<file path="src/rtl/multi_sqwave_pkg.sv">
// Shared types and helpers for the multi-channel square-wave / PWM generator.
package multi_sqwave_pkg;

  localparam int DEF_CNT_W  = 8;
  localparam int DEF_NUM_CH = 4;

  typedef enum logic [1:0] {
    ST_IDLE = 2'd0,
    ST_HIGH = 2'd1,
    ST_LOW  = 2'd2,
    ST_DONE = 2'd3
  } ch_state_e;

  // LSB position of channel ch's field inside a packed NUM_CH*w bus.
  function automatic int slice_lsb(input int ch, input int w);
    return ch * w;
  endfunction

endpackage

</file>
<file path="src/rtl/multi_sqwave_gen_if.sv">
// Control/status bundle of the generator; state_dbg carries each channel's FSM state (2 bits per channel).
interface multi_sqwave_gen_if
  import multi_sqwave_pkg::*;
#(
  parameter int CNT_W  = DEF_CNT_W,
  parameter int NUM_CH = DEF_NUM_CH
);
  // No valid/ready pair here: en/oneshot are levels, update is a single-cycle
  // strobe sampled on every clk edge, and all outputs are plain status levels.
  logic [NUM_CH-1:0]       en;
  logic [NUM_CH-1:0]       oneshot;
  logic [NUM_CH*CNT_W-1:0] high_len;
  logic [NUM_CH*CNT_W-1:0] low_len;
  logic                    update;
  logic [NUM_CH-1:0]       wave_out;
  logic [NUM_CH-1:0]       period_done;
  logic                    busy;
  logic [2*NUM_CH-1:0]     state_dbg;

  modport master (
    output en, oneshot, high_len, low_len, update,
    input  wave_out, period_done, busy, state_dbg
  );

  modport slave (
    input  en, oneshot, high_len, low_len, update,
    output wave_out, period_done, busy, state_dbg
  );

endinterface

</file>
<file path="src/rtl/sqwave_channel.sv">
// One generator channel: phase FSM, phase counter, active lengths and a shadow
// copy that is only applied while idle or at a period boundary.
module sqwave_channel
  import multi_sqwave_pkg::*;
#(
  parameter int CNT_W = DEF_CNT_W
)(
  input  logic             clk,
  input  logic             reset,
  input  logic             en,
  input  logic             oneshot,
  input  logic             update,
  input  logic [CNT_W-1:0] high_len,
  input  logic [CNT_W-1:0] low_len,
  output logic             wave_out,
  output logic             period_done,
  output logic             busy,
  output logic [1:0]       state_dbg
);

  localparam logic [CNT_W-1:0] ONE = {{(CNT_W-1){1'b0}}, 1'b1};

  ch_state_e        state, state_n, restart_state;
  logic [CNT_W-1:0] cnt, cnt_n;
  logic [CNT_W-1:0] act_high, act_low, pend_high, pend_low;
  logic [CNT_W-1:0] nxt_high, nxt_low;
  logic             pend_valid, os_q, os_n;
  logic             last_high, last_low, period_end, boundary, apply;

  always_comb begin
    state_n = state;
    cnt_n   = cnt;
    os_n    = os_q;
    // len-1 is only meaningful when len != 0, so the guard keeps cnt from wrapping.
    last_high  = (act_high != '0) && (cnt == act_high - ONE);
    last_low   = (act_low != '0) && (cnt == act_low - ONE);
    period_end = ((state == ST_HIGH) && last_high && (act_low == '0)) ||
                 ((state == ST_LOW) && last_low);
    boundary   = en && period_end;
    apply      = pend_valid && ((state == ST_IDLE) || (state == ST_DONE) || boundary);
    nxt_high   = apply ? pend_high : act_high;
    nxt_low    = apply ? pend_low  : act_low;
    restart_state = os_q ? ST_DONE :
                    (nxt_high != '0) ? ST_HIGH :
                    (nxt_low != '0)  ? ST_LOW  : ST_IDLE;

    if (!en) begin
      state_n = ST_IDLE;
      cnt_n   = '0;
    end else begin
      case (state)
        ST_IDLE: begin
          // Wait for a pending shadow to land before starting.
          if (!pend_valid && ((act_high != '0) || (act_low != '0))) begin
            state_n = (act_high != '0) ? ST_HIGH : ST_LOW;
            cnt_n   = '0;
            os_n    = oneshot;
          end
        end
        ST_HIGH: begin
          if (last_high) begin
            cnt_n   = '0;
            state_n = (act_low != '0) ? ST_LOW : restart_state;
          end else begin
            cnt_n = cnt + ONE;
          end
        end
        ST_LOW: begin
          if (last_low) begin
            cnt_n   = '0;
            state_n = restart_state;
          end else begin
            cnt_n = cnt + ONE;
          end
        end
        default: ;
      endcase
    end
  end

  always_ff @(posedge clk or posedge reset) begin
    if (reset) begin
      state      <= ST_IDLE;
      cnt        <= '0;
      os_q       <= 1'b0;
      wave_out   <= 1'b0;
      act_high   <= '0;
      act_low    <= '0;
      pend_high  <= '0;
      pend_low   <= '0;
      pend_valid <= 1'b0;
    end else begin
      state    <= state_n;
      cnt      <= cnt_n;
      os_q     <= os_n;
      wave_out <= (state_n == ST_HIGH);
      if (apply) begin
        act_high <= pend_high;
        act_low  <= pend_low;
      end
      // A strobe coinciding with an apply refills the shadow after the old value moved over.
      if (update) begin
        pend_high  <= high_len;
        pend_low   <= low_len;
        pend_valid <= 1'b1;
      end else if (apply) begin
        pend_valid <= 1'b0;
      end
    end
  end

  assign period_done = boundary;
  assign busy        = (state == ST_HIGH) || (state == ST_LOW);
  assign state_dbg   = state;

endmodule

</file>
<file path="src/rtl/multi_sqwave_gen.sv">
// Multi-channel square-wave / PWM generator: slices the length buses per channel,
// broadcasts the update strobe and merges per-channel activity into busy.
module multi_sqwave_gen
  import multi_sqwave_pkg::*;
#(
  parameter int CNT_W  = DEF_CNT_W,
  parameter int NUM_CH = DEF_NUM_CH
)(
  input logic              clk,
  input logic              reset,
  multi_sqwave_gen_if.slave bus
);

  logic [NUM_CH-1:0]   ch_wave;
  logic [NUM_CH-1:0]   ch_done;
  logic [NUM_CH-1:0]   ch_busy;
  logic [2*NUM_CH-1:0] ch_state;

  for (genvar i = 0; i < NUM_CH; i++) begin : g_ch
    sqwave_channel #(.CNT_W(CNT_W)) u_ch (
      .clk         (clk),
      .reset       (reset),
      .en          (bus.en[i]),
      .oneshot     (bus.oneshot[i]),
      .update      (bus.update),
      .high_len    (bus.high_len[slice_lsb(i, CNT_W) +: CNT_W]),
      .low_len     (bus.low_len[slice_lsb(i, CNT_W) +: CNT_W]),
      .wave_out    (ch_wave[i]),
      .period_done (ch_done[i]),
      .busy        (ch_busy[i]),
      .state_dbg   (ch_state[2*i +: 2])
    );
  end

  assign bus.wave_out    = ch_wave;
  assign bus.period_done = ch_done;
  assign bus.busy        = |ch_busy;
  assign bus.state_dbg   = ch_state;

endmodule

</file>
<file path="src/flat_wrapper.sv">
// flat-port wrapper written by rule: the top's interface ports become plain ports
module multi_sqwave_gen_flat import multi_sqwave_pkg::*;
#(
  parameter int CNT_W  = DEF_CNT_W,
  parameter int NUM_CH = DEF_NUM_CH
)
  (clk, reset, bus_en, bus_oneshot, bus_high_len, bus_low_len, bus_update, bus_wave_out, bus_period_done, bus_busy, bus_state_dbg);
  multi_sqwave_gen_if #(.CNT_W(CNT_W), .NUM_CH(NUM_CH)) bus_i ();
  input logic clk;
  input logic reset;
  input wire logic [$bits(bus_i.en)-1:0] bus_en;
  input wire logic [$bits(bus_i.oneshot)-1:0] bus_oneshot;
  input wire logic [$bits(bus_i.high_len)-1:0] bus_high_len;
  input wire logic [$bits(bus_i.low_len)-1:0] bus_low_len;
  input wire logic [$bits(bus_i.update)-1:0] bus_update;
  output wire logic [$bits(bus_i.wave_out)-1:0] bus_wave_out;
  output wire logic [$bits(bus_i.period_done)-1:0] bus_period_done;
  output wire logic [$bits(bus_i.busy)-1:0] bus_busy;
  output wire logic [$bits(bus_i.state_dbg)-1:0] bus_state_dbg;
  assign bus_i.en = bus_en;
  assign bus_i.oneshot = bus_oneshot;
  assign bus_i.high_len = bus_high_len;
  assign bus_i.low_len = bus_low_len;
  assign bus_i.update = bus_update;
  assign bus_wave_out = bus_i.wave_out;
  assign bus_period_done = bus_i.period_done;
  assign bus_busy = bus_i.busy;
  assign bus_state_dbg = bus_i.state_dbg;
  multi_sqwave_gen #(.CNT_W(CNT_W), .NUM_CH(NUM_CH)) u_core (.clk(clk), .reset(reset), .bus(bus_i));
endmodule
</file>
<file path="config.mk">
export PLATFORM = sky130hd
export DESIGN_NAME = multi_sqwave_gen_flat
export DESIGN_NICKNAME = d
export VERILOG_FILES = /design/src/rtl/multi_sqwave_pkg.sv /design/src/rtl/multi_sqwave_gen_if.sv /design/src/rtl/sqwave_channel.sv /design/src/rtl/multi_sqwave_gen.sv /design/src/flat_wrapper.sv
export SDC_FILE = /design/constraint.sdc
export NUM_CORES = 1
export LEC_CHECK = 0
export ABC_CLOCK_PERIOD_IN_PS = 9320
export CORE_ASPECT_RATIO = 0.8
export CORE_MARGIN = 5
export CORE_UTILIZATION = 54
export CTS_CLUSTER_DIAMETER = 40
export DETAILED_ROUTE_END_ITERATION = 10
export PLACE_DENSITY = 0.83
export SLEW_MARGIN = 20
export SYNTH_ARGS = -nofsm -noshare
export SYNTH_HDL_FRONTEND = slang
export SYNTH_SLANG_ARGS = --single-unit
export TNS_END_PERCENT = 20
</file>
<file path="constraint.sdc">
create_clock -name clk -period 9.32 [get_ports clk]
set_input_delay 2.796 -clock clk [delete_from_list [all_inputs] [get_ports clk]]
set_output_delay 2.796 -clock clk [all_outputs]
set_load 0.02 [all_outputs]
</file>
==> impl_metrics.yaml <==
job:
  max_cap_violations: 0
synthesis:
  synthMuxAreaShare_pct: 13.9
  synthXorXnorAreaFrac_pct: 6.27
  yosys_register_bits: 180
  synth_fp_nets: 1166
  postSynthCellCount: 1055
  netlist_area_mm2: 0.0109
  synth.distinct_cells: 90
  synth_top_family_by_area: "simple AND/OR/NAND/NOR gates"
  number_of_enable_type_register_cells_in_the_synthesized_netlist: 0
  avgSynthCellArea_um2: 10.3
  synth_seq_area_share_pct: 41.5
  ys.warnings.count: 0
  leading_register_cell_type_out_of_synthesis: "sky130_fd_sc_hd__dfrtp_1"
  synthSimpleGateAreaFrac_pct: 17.0
  synth_fa_ha_area_share_pct: 4.15
  synth_compound_area_share_pct: 12.9
  asyncSetResetFlopFracSynth_pct: 100
place:
  hpwl_mm: 18.1
  place_worst_setup_slack_ns: 2.09
  finalWeightedCongestion: 0.936
  place_inst: 1367
  port-buffer-count: 91
sta:
  totalNegativeSetupSlack_ns: 0
  setup_violations: 0
  clock-skew-final_ns: 0.0115
  layout_min_cycle_time_ns: 7.24
  finalMaxSlewViolations: 0
  tightestPinTransition_ns: 0.950
  worst_slack_ns: 2.08
  max_freq_ghz: 0.138
  final_min_period_over_clock_period_pct: 77.7
  final.hold.worst_slack_ns: 0.521
  rsz0062_at_grt: "no"
  hold_violations: 0
  slew_headroom_pct: 36.3
floorplan:
  die_height_um: 137
  floorplan.die_area_mm2: 0.0230
  floorplan.rows: 46
  io_pins: 92
  initial_core_util_pct: 54.8
  design.core.area_mm2: 0.0198
  die_w_um: 168
grt:
  wire_length_of_the_first_global_routing_pass_mm: 41.2
  grt.total_usage_pct: 22.1
  globalRouteOverflowTotal: 0
  antenna_found_initial: 0
  number_of_global_route_vias_before_repair: 8036
  grt_max_degree: 104
power:
  power.total_mw: 3.02
  power_density_mw_per_mm2: 243
  vdd.ir_drop.worst_mv: 0.115
  leakage_nw: 5.11
routing:
  top_layer: "met4"
  firstDrtPassIters: 5
  met3RoutedLength_mm: 1.56
  drt.antenna.violating_nets: 0
  drt-met1-wl_mm: 11.6
  iteration_0_drc_markers: 657
  vias: 8481
  drt_wl_total_mm: 25.1
  wl_per_cell_um: 17.9
  routed_via_density: 6.07
  dr_wl_met2_mm: 11.4
  drc: 0
layout:
  layout_commonest_cell: "sky130_fd_sc_hd__dfrtp_1"
  num-fill-cells: 1583
  antennaDiodeCount: 0
  layout-drive-gt1-share_pct: 16.8
  nets: 1233
  layout-area-overhead-vs-synth_pct: 14.8
  commonest_cells_after_routing_fill_and_taps_aside: "sky130_fd_sc_hd__dfrtp_1, sky130_fd_sc_hd__mux2_2, sky130_fd_sc_hd__clkdlybuf4s50_1, sky130_fd_sc_hd__nand2_1, sky130_fd_sc_hd__inv_1"
  post_layout_nonfiller_instances: 1397
clocking:
  clkTransAtPathRegs_ns: 0.07
  tritoncts: "done"
  root_buf_cell: "sky130_fd_sc_hd__clkbuf_16"
  cts_made_buffers: 17
  ctsHtreeMaxLevel: 4
  cts_setup_buffers: 0
  holdBufCountCts: 0
  cells_resized_by_post_cts_repair: 0
  ctsLongestPathBuffers: 2
  clkLatencyLatePin_ns: 0.43
  cts_num_sinks: 180
critical_path:
  cp_data_arrival_time_ns: 4.45
  worst_setup_path_type: "in -> out"
  required_ns: 6.52
  worst_setup_path_startpoint: "bus_en[1]"
  setup.worst_path.end_class: "output port"
  r2r-start: "u_core.g_ch[2].u_ch.act_low[0]"
  path_max_fanout: 8
  critPathLaunchType: "input port"
worst_hold_path:
  hp-class: "reg -> reg"
  worst_hold_startpoint: "u_core.g_ch[3].u_ch.pend_low[6]"
outcome:
  run_status: "completed"
## sequential cells by signal, indices dropped and copies added, names as in the netlist
register,flops
u_core.g_ch.u_ch.pend_high,32
u_core.g_ch.u_ch.cnt,32
u_core.g_ch.u_ch.act_low,32
u_core.g_ch.u_ch.pend_low,32
u_core.g_ch.u_ch.pend_valid,4
u_core.g_ch.u_ch.wave_out,4
u_core.g_ch.u_ch.act_high,32
u_core.g_ch.u_ch.os_q,4
u_core.g_ch.u_ch.state_dbg,8
## synth_stat cells, drive strengths merged, types with 5 or more instances
cell | count | share of area [%]
or3 | 14 | 0.81
a21o | 8 | 0.55
xnor2 | 49 | 4.0
a31oi | 18 | 1.0
buf | 21 | 1.4
ha | 36 | 4.2
nor3b | 5 | 0.39
nand4 | 14 | 0.81
inv | 56 | 1.9
nor4 | 27 | 1.6
nand2 | 61 | 2.1
clkbuf | 26 | 0.91
o21ai | 53 | 2.4
nand2b | 17 | 0.98
and3 | 12 | 0.69
and2 | 7 | 0.40
mux2 | 131 | 14
o31ai | 5 | 0.35
a21oi | 36 | 1.7
nor2 | 45 | 1.6
nor2b | 12 | 0.69
dfrtp | 180 | 42
nand3 | 26 | 1.2
a22o | 13 | 1.0
and4 | 5 | 0.40
nor3 | 37 | 1.8
xor2 | 26 | 2.1
nor4b | 9 | 0.92
or2 | 9 | 0.52
a211oi | 6 | 0.42
or4 | 10 | 0.80
## logic make-up (layout without fill, tap and decap cells)
family                     Yosys count  after routing
and+or+nand+nor                    326            326
adders and majority gates           36             36
xor gates and xnor gates            76             76
buffers and inverters              103            181
AOI/OAI and AO/OA                  200            200
muxes                              134            134
DFF                                180            180
## report_power, final
part / switching [mW] / leakage [nW] / internal, mW / total (mW)
combinational: 0.561 / 2.63 / 0.549 / 1.11
sequential: 0.247 / 2.20 / 0.954 / 1.20
clock: 0.313 / 0.278 / 0.397 / 0.710
## metal layers
| layer | vias to the layer above | GRT usage (%) |
|---|---|---|
| met5 | - | 0 |
| met4 | 0 | 6.44 |
| met3 | 40 | 4.16 |
| met2 | 293 | 34.8 |
| met1 | 4155 | 31.6 |
| li1 | 3993 | - |
## stage by stage
step | area, um^2 | utilization, %
2_1_floorplan | 10900 | -
3_3_place_gp | 11900 | 60.0
3_5_place_dp | 11900 | 60.0
4_1_cts | 12500 | 62.9
5_1_grt | 12500 | 62.9
6_report | 12500 | 62.9
## worst max-delay path: stages
cell                              delay (ns)
sky130_fd_sc_hd__clkdlybuf4s50_1        0.62
sky130_fd_sc_hd__inv_1                  0.15
sky130_fd_sc_hd__nor2_1                 0.23
sky130_fd_sc_hd__clkdlybuf4s50_1        0.65
## final timing paths
check | end | slack [ns] | cells after the start
setup / recovery | bus_period_done[1] | 2.08 | 4
hold / removal | u_core.g_ch[3].u_ch.act_low[6] | 0.52 | 1
setup reg to reg | u_core.g_ch[2].u_ch.act_low[4] | 5.65 | 10
hold reg to reg | u_core.g_ch[3].u_ch.act_low[6] | 0.52 | 1
max in group asynchronous | u_core.g_ch[0].u_ch.cnt[3] | 5.14 | 3
min in group asynchronous | u_core.g_ch[2].u_ch.pend_valid | 2.95 | 2
## cell type report
| type | count | area, um^2 | share of cell area, % |
|---|---|---|---|
| Clock buffer | 21 | 480 | 3.86 |
| Clock inverter | 9 | 97.6 | 0.784 |
| Inverter | 56 | 215 | 1.73 |
| Multi-Input combinational cell | 772 | 5890 | 47.3 |
| Sequential cell | 180 | 4500 | 36.2 |
| Tap cell | 264 | 330 | 2.65 |
| Timing Repair Buffer | 95 | 940 | 7.54 |
No activity file was read; power rests on OpenSTA's default activity.
